==> src/rtl/bist_sequencer.sv <==
// bist_sequencer: logic-BIST loop controller. Sequences INIT, shift/capture
// pattern loops, a final unload into the MISR and a signature compare, and
// reports the result through a START/BIST_END handshake.
// Control outputs are registered decodes of the current state, so every
// output appears one clock after the state it belongs to.
module bist_sequencer #(
  parameter int                CHAIN_LEN  = 8,
  parameter int                N_PATTERNS = 64,
  parameter int                SIG_W      = 3,
  parameter logic [SIG_W-1:0]  GOLDEN_SIG = 3'b101
) (
  input  logic                              CLK,
  input  logic                              RST,
  input  logic                              START,
  input  logic [SIG_W-1:0]                  MISR_SIG,
  output logic                              SCAN_EN,
  output logic                              TEST_MODE,
  output logic                              LFSR_EN,
  output logic                              MISR_EN,
  output logic                              MISR_CLR,
  output logic                              BUSY,
  output logic [$clog2(N_PATTERNS+1)-1:0]   PAT_CNT,
  output logic                              BIST_END,
  output logic                              PASS_FAIL
);

  localparam int SC_W = $clog2(CHAIN_LEN + 1);
  localparam int PC_W = $clog2(N_PATTERNS + 1);
  localparam logic [SC_W-1:0] SHIFT_LAST = SC_W'(CHAIN_LEN - 1);
  localparam logic [PC_W-1:0] PAT_MAX    = PC_W'(N_PATTERNS);

  typedef enum logic [2:0] {
    S_IDLE    = 3'd0,
    S_INIT    = 3'd1,
    S_SHIFT   = 3'd2,
    S_CAPTURE = 3'd3,
    S_FLUSH   = 3'd4,
    S_COMPARE = 3'd5,
    S_DONE    = 3'd6
  } state_t;

  state_t          state_reg;
  logic [SC_W-1:0] shift_cnt_reg;
  logic [PC_W-1:0] pat_cnt_reg;
  // High during the cycle in which the outputs present COMPARE; by then the
  // MISR has absorbed its final FLUSH update.
  logic            cmp_reg;

  assign PAT_CNT = pat_cnt_reg;

  // Sequencer state, counters, registered control decodes and result flags.
  always_ff @(posedge CLK or negedge RST) begin
    if (!RST) begin
      state_reg     <= S_IDLE;
      shift_cnt_reg <= '0;
      pat_cnt_reg   <= '0;
      cmp_reg       <= 1'b0;
      SCAN_EN       <= 1'b0;
      TEST_MODE     <= 1'b0;
      LFSR_EN       <= 1'b0;
      MISR_EN       <= 1'b0;
      MISR_CLR      <= 1'b0;
      BUSY          <= 1'b0;
      BIST_END      <= 1'b0;
      PASS_FAIL     <= 1'b0;
    end else begin
      SCAN_EN   <= (state_reg == S_SHIFT) || (state_reg == S_FLUSH);
      LFSR_EN   <= (state_reg == S_SHIFT) || (state_reg == S_CAPTURE);
      MISR_EN   <= (state_reg == S_SHIFT) || (state_reg == S_CAPTURE) ||
                   (state_reg == S_FLUSH);
      MISR_CLR  <= (state_reg == S_INIT);
      TEST_MODE <= (state_reg != S_IDLE) && (state_reg != S_DONE);
      BUSY      <= (state_reg != S_IDLE) && (state_reg != S_DONE);
      cmp_reg   <= (state_reg == S_COMPARE);

      if (cmp_reg) begin
        PASS_FAIL <= (MISR_SIG == GOLDEN_SIG);
      end
      if (state_reg == S_DONE) begin
        BIST_END <= 1'b1;
      end

      case (state_reg)
        S_IDLE: begin
          if (START) begin
            state_reg <= S_INIT;
            BIST_END  <= 1'b0;
            PASS_FAIL <= 1'b0;
          end
        end
        S_INIT: begin
          pat_cnt_reg   <= '0;
          shift_cnt_reg <= '0;
          state_reg     <= S_SHIFT;
        end
        S_SHIFT: begin
          if (shift_cnt_reg == SHIFT_LAST) begin
            shift_cnt_reg <= '0;
            state_reg     <= S_CAPTURE;
          end else begin
            shift_cnt_reg <= shift_cnt_reg + 1'b1;
          end
        end
        S_CAPTURE: begin
          shift_cnt_reg <= '0;
          if (pat_cnt_reg != PAT_MAX) begin
            pat_cnt_reg <= pat_cnt_reg + 1'b1;
          end
          if (pat_cnt_reg + 1'b1 == PAT_MAX) begin
            state_reg <= S_FLUSH;
          end else begin
            state_reg <= S_SHIFT;
          end
        end
        S_FLUSH: begin
          if (shift_cnt_reg == SHIFT_LAST) begin
            shift_cnt_reg <= '0;
            state_reg     <= S_COMPARE;
          end else begin
            shift_cnt_reg <= shift_cnt_reg + 1'b1;
          end
        end
        S_COMPARE: begin
          state_reg <= S_DONE;
        end
        S_DONE: begin
          if (!START) begin
            state_reg <= S_IDLE;
          end
        end
        default: begin
          state_reg <= S_IDLE;
        end
      endcase
    end
  end

endmodule
==> config.mk <==
export PLATFORM = sky130hd
export DESIGN_NAME = bist_sequencer
export DESIGN_NICKNAME = d
export VERILOG_FILES = /design/src/rtl/bist_sequencer.sv
export SDC_FILE = /design/constraint.sdc
export NUM_CORES = 1
export LEC_CHECK = 0
export ABC_AREA = 1
export CORE_UTILIZATION = 45
export DETAILED_ROUTE_END_ITERATION = 10
export PLACE_DENSITY = 0.7
export SLEW_MARGIN = 30
export SYNTH_ARGS = -nofsm -noshare
export SYNTH_HDL_FRONTEND = slang
export SYNTH_SLANG_ARGS = --single-unit
==> constraint.sdc <==
create_clock -name CLK -period 1.3 [get_ports CLK]
set_input_delay 0.195 -clock CLK [delete_from_list [all_inputs] [get_ports CLK]]
set_output_delay 0.195 -clock CLK [all_outputs]
set_load 0.02 [all_outputs]
==> flow_metrics.tcl, run 1 <==
set metrics [dict create \
    cts_tree "done" \
    clkSlewWorstSetupHoldPaths_ns 0.14 \
    ys_seq_elements 22 \
    coreArea_sq_um 2297 \
    synth_warnings 0 \
    clk_latency_ns 0.31 \
    drt_first_pass_iters 4 \
    netlist_instances 131 \
    cts.path.max_buffers 2 \
    startpoint_type "register" \
    synth_edf_count 0 \
    cts.sinks 22 \
    place.gp.congestion 0.8539 \
    cts_max_level 1 \
    min_path_type "input pin to asynchronous set/reset pin" \
    fin_skew_ns 0.01290 \
    n_antenna_cell 0 \
    synthArstFlopShare_pct 100.0 \
    rsz0062_at_grt "true" \
    synthToLayoutAreaGrowth_pct 61.17 \
    routedWlPerCell_microns 13.19 \
    cpMaxStageDelayCell "dfrtp_2" \
    fp.dieH_microns 52.28 \
    status "finished, violations left" \
    drt-vias-per-instance 5.054 \
    peakVddDrop_mv 1.223 \
    slowest_delay_ns 0.46 \
    tightest_slew_ns 0.2879 \
    setup_viol 9 \
    violations "setup timing" \
    drive_above_1_share_pct 44.56 \
    synth.most_common_cell "nand2_1" \
    synth_top_area_share_pct 48.40 \
    syn_area_per_cell_sq_um 8.682 \
    drtIter0Drc 10 \
    synth_compound_area_share_pct 10.34 \
    synthAdderAreaFrac_pct 3.300 \
    grt_max_degree 23 \
    max_freq_mhz 690.0 \
    synth_top_area_cell "dfrtp_1" \
    hold_buffers 0 \
    rows 17 \
    arrival_ns 1.70 \
    power.total_w 0.003353 \
    max_cap_violations 0 \
    synth-xor-area-share_pct 1.540 \
    synth_top_family_by_area "simple AND/OR/NAND/NOR gates" \
    root_buffer "clkbuf_4" \
    syn_nets 140 \
    seq_area_frac_synth_pct 48.40 \
    end_kind "register" \
    grt_pass1_wl_mm 4.312 \
    grtUsageTotal_pct 21.88 \
    io_buffers 20 \
    nFillCells 146 \
    path_cells "inv_2 > ha_4 > nor3b_4 > a31oi_4 > nor2_4 > nand2_1 > nand2_1" \
    power_leakage_nw 0.9537 \
    overflow 0 \
    ys.flop_type "dfrtp_1" \
    path_class "register to register" \
    hold_viol_final 0 \
    synthSimpleGateAreaFrac_pct 29.92 \
    initial_utilization_pct 49.51 \
    cp_common_cell "nand2_1" \
    grt_pass1_vias 1040 \
    fin_ws_ns -0.1493 \
    dp_hpwl_mm 1.904 \
    synth.area.mux_share_pct 0 \
    totalWireLength_mm 2.914 \
    synth_common_cells "nand2_1 (38), dfrtp_1 (22), nor2_1 (15), inv_1 (10), o21ai_0 (10)" \
    multi_input_area_sq_um 629.4 \
    fp.dieW_microns 52.28 \
    drc 0 \
    regArea_sq_um 556.8 \
    period_share_pct 111.5 \
    largest_reg_flops 7 \
    nets 203 \
    synth.area.top_cells "dfrtp_1 (48%), nand2_1 (13%), nor2_1 (5.0%), o21ai_0 (4.4%), nand3_1 (4.0%)" \
    ioPinCount 21 \
    dieArea_sq_um 2733 \
    preCtsSetupSlack_ns -0.1819 \
    routed-via-count 1117 \
    slew_headroom_pct 80.81 \
    antenna_found_initial 0 \
    cts-buffers-inserted 3 \
    synthesis.area_sq_um 1137 \
    synth_cell_type_count 27 \
    crit_required_ns 1.55 \
    slew_viol_final 0 \
    min_period_ns 1.449 \
    powerDensity_nw_per_um2 1829 \
    reg2regPathDepth 7 \
    cp_max_fo 6 \
    ant_nets 0 \
]
worst paths after layout:
kind,startpoint,endpoint,slack (ns)
max in group asynchronous,RST,PAT_CNT[0],0.84
hold reg to reg,cmp_reg,PASS_FAIL,0.47
setup reg to reg,PAT_CNT[0],PAT_CNT[3],-0.15
min in group CLK,MISR_SIG[0],PASS_FAIL,0.45
setup / recovery,PAT_CNT[0],PAT_CNT[3],-0.15
hold / removal,RST,LFSR_EN,0.21
stage by stage:
stage | instances | setup TNS (ns) | utilization, % | hold slack [ns] | area, sq um
final | 221 | -1.009 | 79.79 | 0.2085 | 1833
after global routing | 221 | -1.942 | 79.79 | 0.2451 | 1833
after CTS | 217 | -0.7822 | 75.22 | 0.2097 | 1728
after detailed placement | 205 | -1.723 | 68.52 | 0.4557 | 1574
after global placement | 205 | -1.122 | 68.52 | 0.4536 | 1574
after floorplan | 131 | -0.2857 | - | -0.1006 | 1147
routing by layer:
layer | vias to the layer above | part of all wire [%] | global-route usage (%)
li1 | 546 | - | -
met1 | 532 | 41 | 27.39
met2 | 31 | 52 | 38.46
met3 | 8 | 4.4 | 2.609
met4 | 0 | 2.5 | 7.895
met5 | - | 0 | 0
cell families after synthesis:
family | Yosys count
fa+ha+maj | 3
xor+xnor | 2
flops | 22
simple gates | 71
compound gates | 17
buf+inv | 16
worst max-delay path: cells and delay by family (launching register included):
family                   cells  cell delay, ns
AND/OR/NAND/NOR              4            0.59
adder cells (fa/ha/maj)      1            0.12
buffers and inverters        1            0.09
AO/OA/AOI/OAI                1            0.14
flip-flops                   1            0.46
cells in the final DEF, fill, tap and decap left out, types with 3 or more instances in the layout:
cell	instances
nand3_1	6
nor2_4	3
buf_4	33
nand2_2	7
inv_2	5
nor2_1	13
inv_1	7
o21ai_0	5
nand2_1	30
clkdlybuf4s50_1	5
o21ai_2	4
dlygate4sd2_1	12
buf_6	7
dfrtp_2	5
dfrtp_1	17
clkbuf_4	3
nand3_2	3
power by group:
part           leakage (nW)  internal (W)  total [W]  switching [W]
Clock                0.0279      0.000312   0.000530       0.000218
Sequential            0.286      0.000861   0.000988       0.000127
Combinational         0.640      0.000876    0.00184       0.000960
repair_timing:
item | in CTS | in global routing
setup endpoints to repair | 28 | 19
pin swaps | 12 | 13
hold endpoints to repair | 0 | 0
setup buffers | 8 | 5
resized for setup | 36 | 30
area by class of cell:
class	count	area share, %
repair buffers	60	27.37
multi-input cells	93	34.33
flip-flops and latches	22	30.38
clock buffers	3	1.229
inverters	14	3.140
clock inverters	1	1.638
well taps	28	1.911
Note: power is estimated with default switching activity, not from simulation.
==> run 2: changes to the inputs <==
PLACE_DENSITY = 0.71   (was 0.7)
==> flow_metrics.tcl, run 2 (synthesis results as in run 1) <==
set metrics [dict create \
    coreArea_sq_um 2297 \
    largest_reg_flops 7 \
    rows 17 \
    cts.path.max_buffers 2 \
    dieArea_sq_um 2733 \
    nets 193 \
    totalWireLength_mm 2.769 \
    synthToLayoutAreaGrowth_pct 49.50 \
    place_inst 200 \
    final_util_pct 74.02 \
    period_share_pct 116.5 \
    fin_ws_ns -0.2150 \
    mostFrequentLayoutCells "nand2_1 (37), buf_4 (26), dfrtp_1 (16)" \
    fp.dieW_microns 52.28 \
    violations "setup timing" \
    grt_pass1_wl_mm 4.271 \
    dp_hpwl_mm 1.915 \
    cts.sinks 22 \
    antenna_found_initial 0 \
    routed-via-count 1086 \
    routedWlPerCell_microns 13.12 \
    crit_required_ns 1.52 \
    cp_max_fo 4 \
    drt-vias-per-instance 5.147 \
    drive_above_1_share_pct 37.16 \
    startpoint_type "register" \
    tightest_slew_ns 0.2829 \
    arrival_ns 1.73 \
    layout_commonest_cell "nand2_1" \
    path_class "register to register" \
    grtUsageTotal_pct 21.49 \
    max_freq_mhz 660.0 \
    min_period_ns 1.515 \
    cts_tree "done" \
    slew_headroom_pct 81.14 \
    clkSlewWorstSetupHoldPaths_ns 0.12 \
    slew_viol_final 0 \
    place.gp.congestion 0.9303 \
    stdcell_count 211 \
    overflow 0 \
    clk_latency_ns 0.31 \
    drt_first_pass_iters 4 \
    slowest_delay_ns 0.44 \
    rsz0062_at_grt "true" \
    fp.dieH_microns 52.28 \
    cp_common_cell "nand2_1" \
    powerDensity_nw_per_um2 1820 \
    peakVddDrop_mv 1.270 \
    power_leakage_nw 0.8807 \
    grt_pass1_vias 1034 \
    cts-buffers-inserted 3 \
    drtIter0Drc 30 \
    io_buffers 20 \
    ioPinCount 21 \
    setup_viol 9 \
    hold_viol_final 0 \
    cpMaxStageDelayCell "dfrtp_2" \
    n_antenna_cell 0 \
    max_cap_violations 0 \
    drc 0 \
    grt_max_degree 23 \
    root_buffer "clkbuf_4" \
    ant_nets 0 \
    path_cells "ha_4 > nand3_1 > o21bai_1 > nand2_1 > nor2_1 > nand2_1 > nand2_1 > nand2_1 > nand2_1 > nand2_1" \
    initial_utilization_pct 49.51 \
    cts_max_level 1 \
    end_kind "register" \
    status "finished, violations left" \
    fin_skew_ns 0.0009763 \
    min_path_type "input pin to asynchronous set/reset pin" \
]
run 2: changes by cell type in the layout (fill, tap and decap cells not counted), moves of 2 or more:
cell	delta
buf_2	+2
nand3_2	-3
dlygate4sd2_1	-4
nand3_1	+2
nand2_1	+7
nand2_2	-6
o21ai_1	+3
o21ai_0	-3
buf_4	-7
buf_6	-4
run 2: worst paths after layout:
path                            start            to  slack [ns]  cells after the start
max                        PAT_CNT[0]  state_reg[1]       -0.22                     10
min                               RST    PAT_CNT[0]        0.21                      2
max reg2reg                PAT_CNT[0]  state_reg[1]       -0.22                     10
min reg2reg                   cmp_reg     PASS_FAIL        0.48                      1
max in group asynchronous         RST    PAT_CNT[4]        0.85                      2
min in group CLK              cmp_reg     PASS_FAIL        0.48                      1
run 2: area by class of cell:
cell class	instances	area, sq um
timing repair buffer	50	419.2
inverter	14	57.56
sequential	22	558.0
fill	174	596.8
tap	28	35.03
clock buffer	4	36.28
multi-input combinational	93	594.3
run 2: critical path, delay by kind of cell, from the launching register on:
kind	cells	cell delay [ns]
AND/OR/NAND/NOR	8	0.55
flip-flops	1	0.44
AO/OA/AOI/OAI	1	0.25
adder cells (fa/ha/maj)	1	0.18
run 2: power by group:
group          switching, W  internal [W]
Sequential         0.000131      0.000861
Combinational      0.000895      0.000824
Clock              0.000212      0.000171
Total               0.00124       0.00186
run 2: per-layer routing:
layer / GRT usage [%] / part of all wire [%] / vias up
met1: 27.09 / 46 / 532
met4: 7.895 / 2.3 / 0
li1: - / - / 525
met3: 2.609 / 2.4 / 8
met5: 0 / 0 / -
met2: 37.39 / 49 / 21
run 2: repair_timing:
item                       4_1_cts  5_1_grt
pin swaps                       14        7
setup endpoints to repair       30       20
buffers inserted                 4        3
resized for setup               45       19
hold buffers                     0        0
run 2: metrics by stage:
stage | power [W] | area [sq um] | setup WS [ns] | setup TNS [ns] | hold WS [ns]
3_3_place_gp | 0.002490 | 1549 | -0.1534 | -0.7999 | 0.4534
6_report | 0.003094 | 1700 | -0.2150 | -0.9633 | 0.2130
4_1_cts | 0.002962 | 1645 | -0.1079 | -0.6413 | 0.2203
3_5_place_dp | 0.002535 | 1549 | -0.2045 | -1.313 | 0.4657
5_1_grt | 0.003320 | 1700 | -0.3522 | -1.838 | 0.2495
2_1_floorplan | 0.001788 | 1147 | -0.08423 | -0.2857 | -0.1006
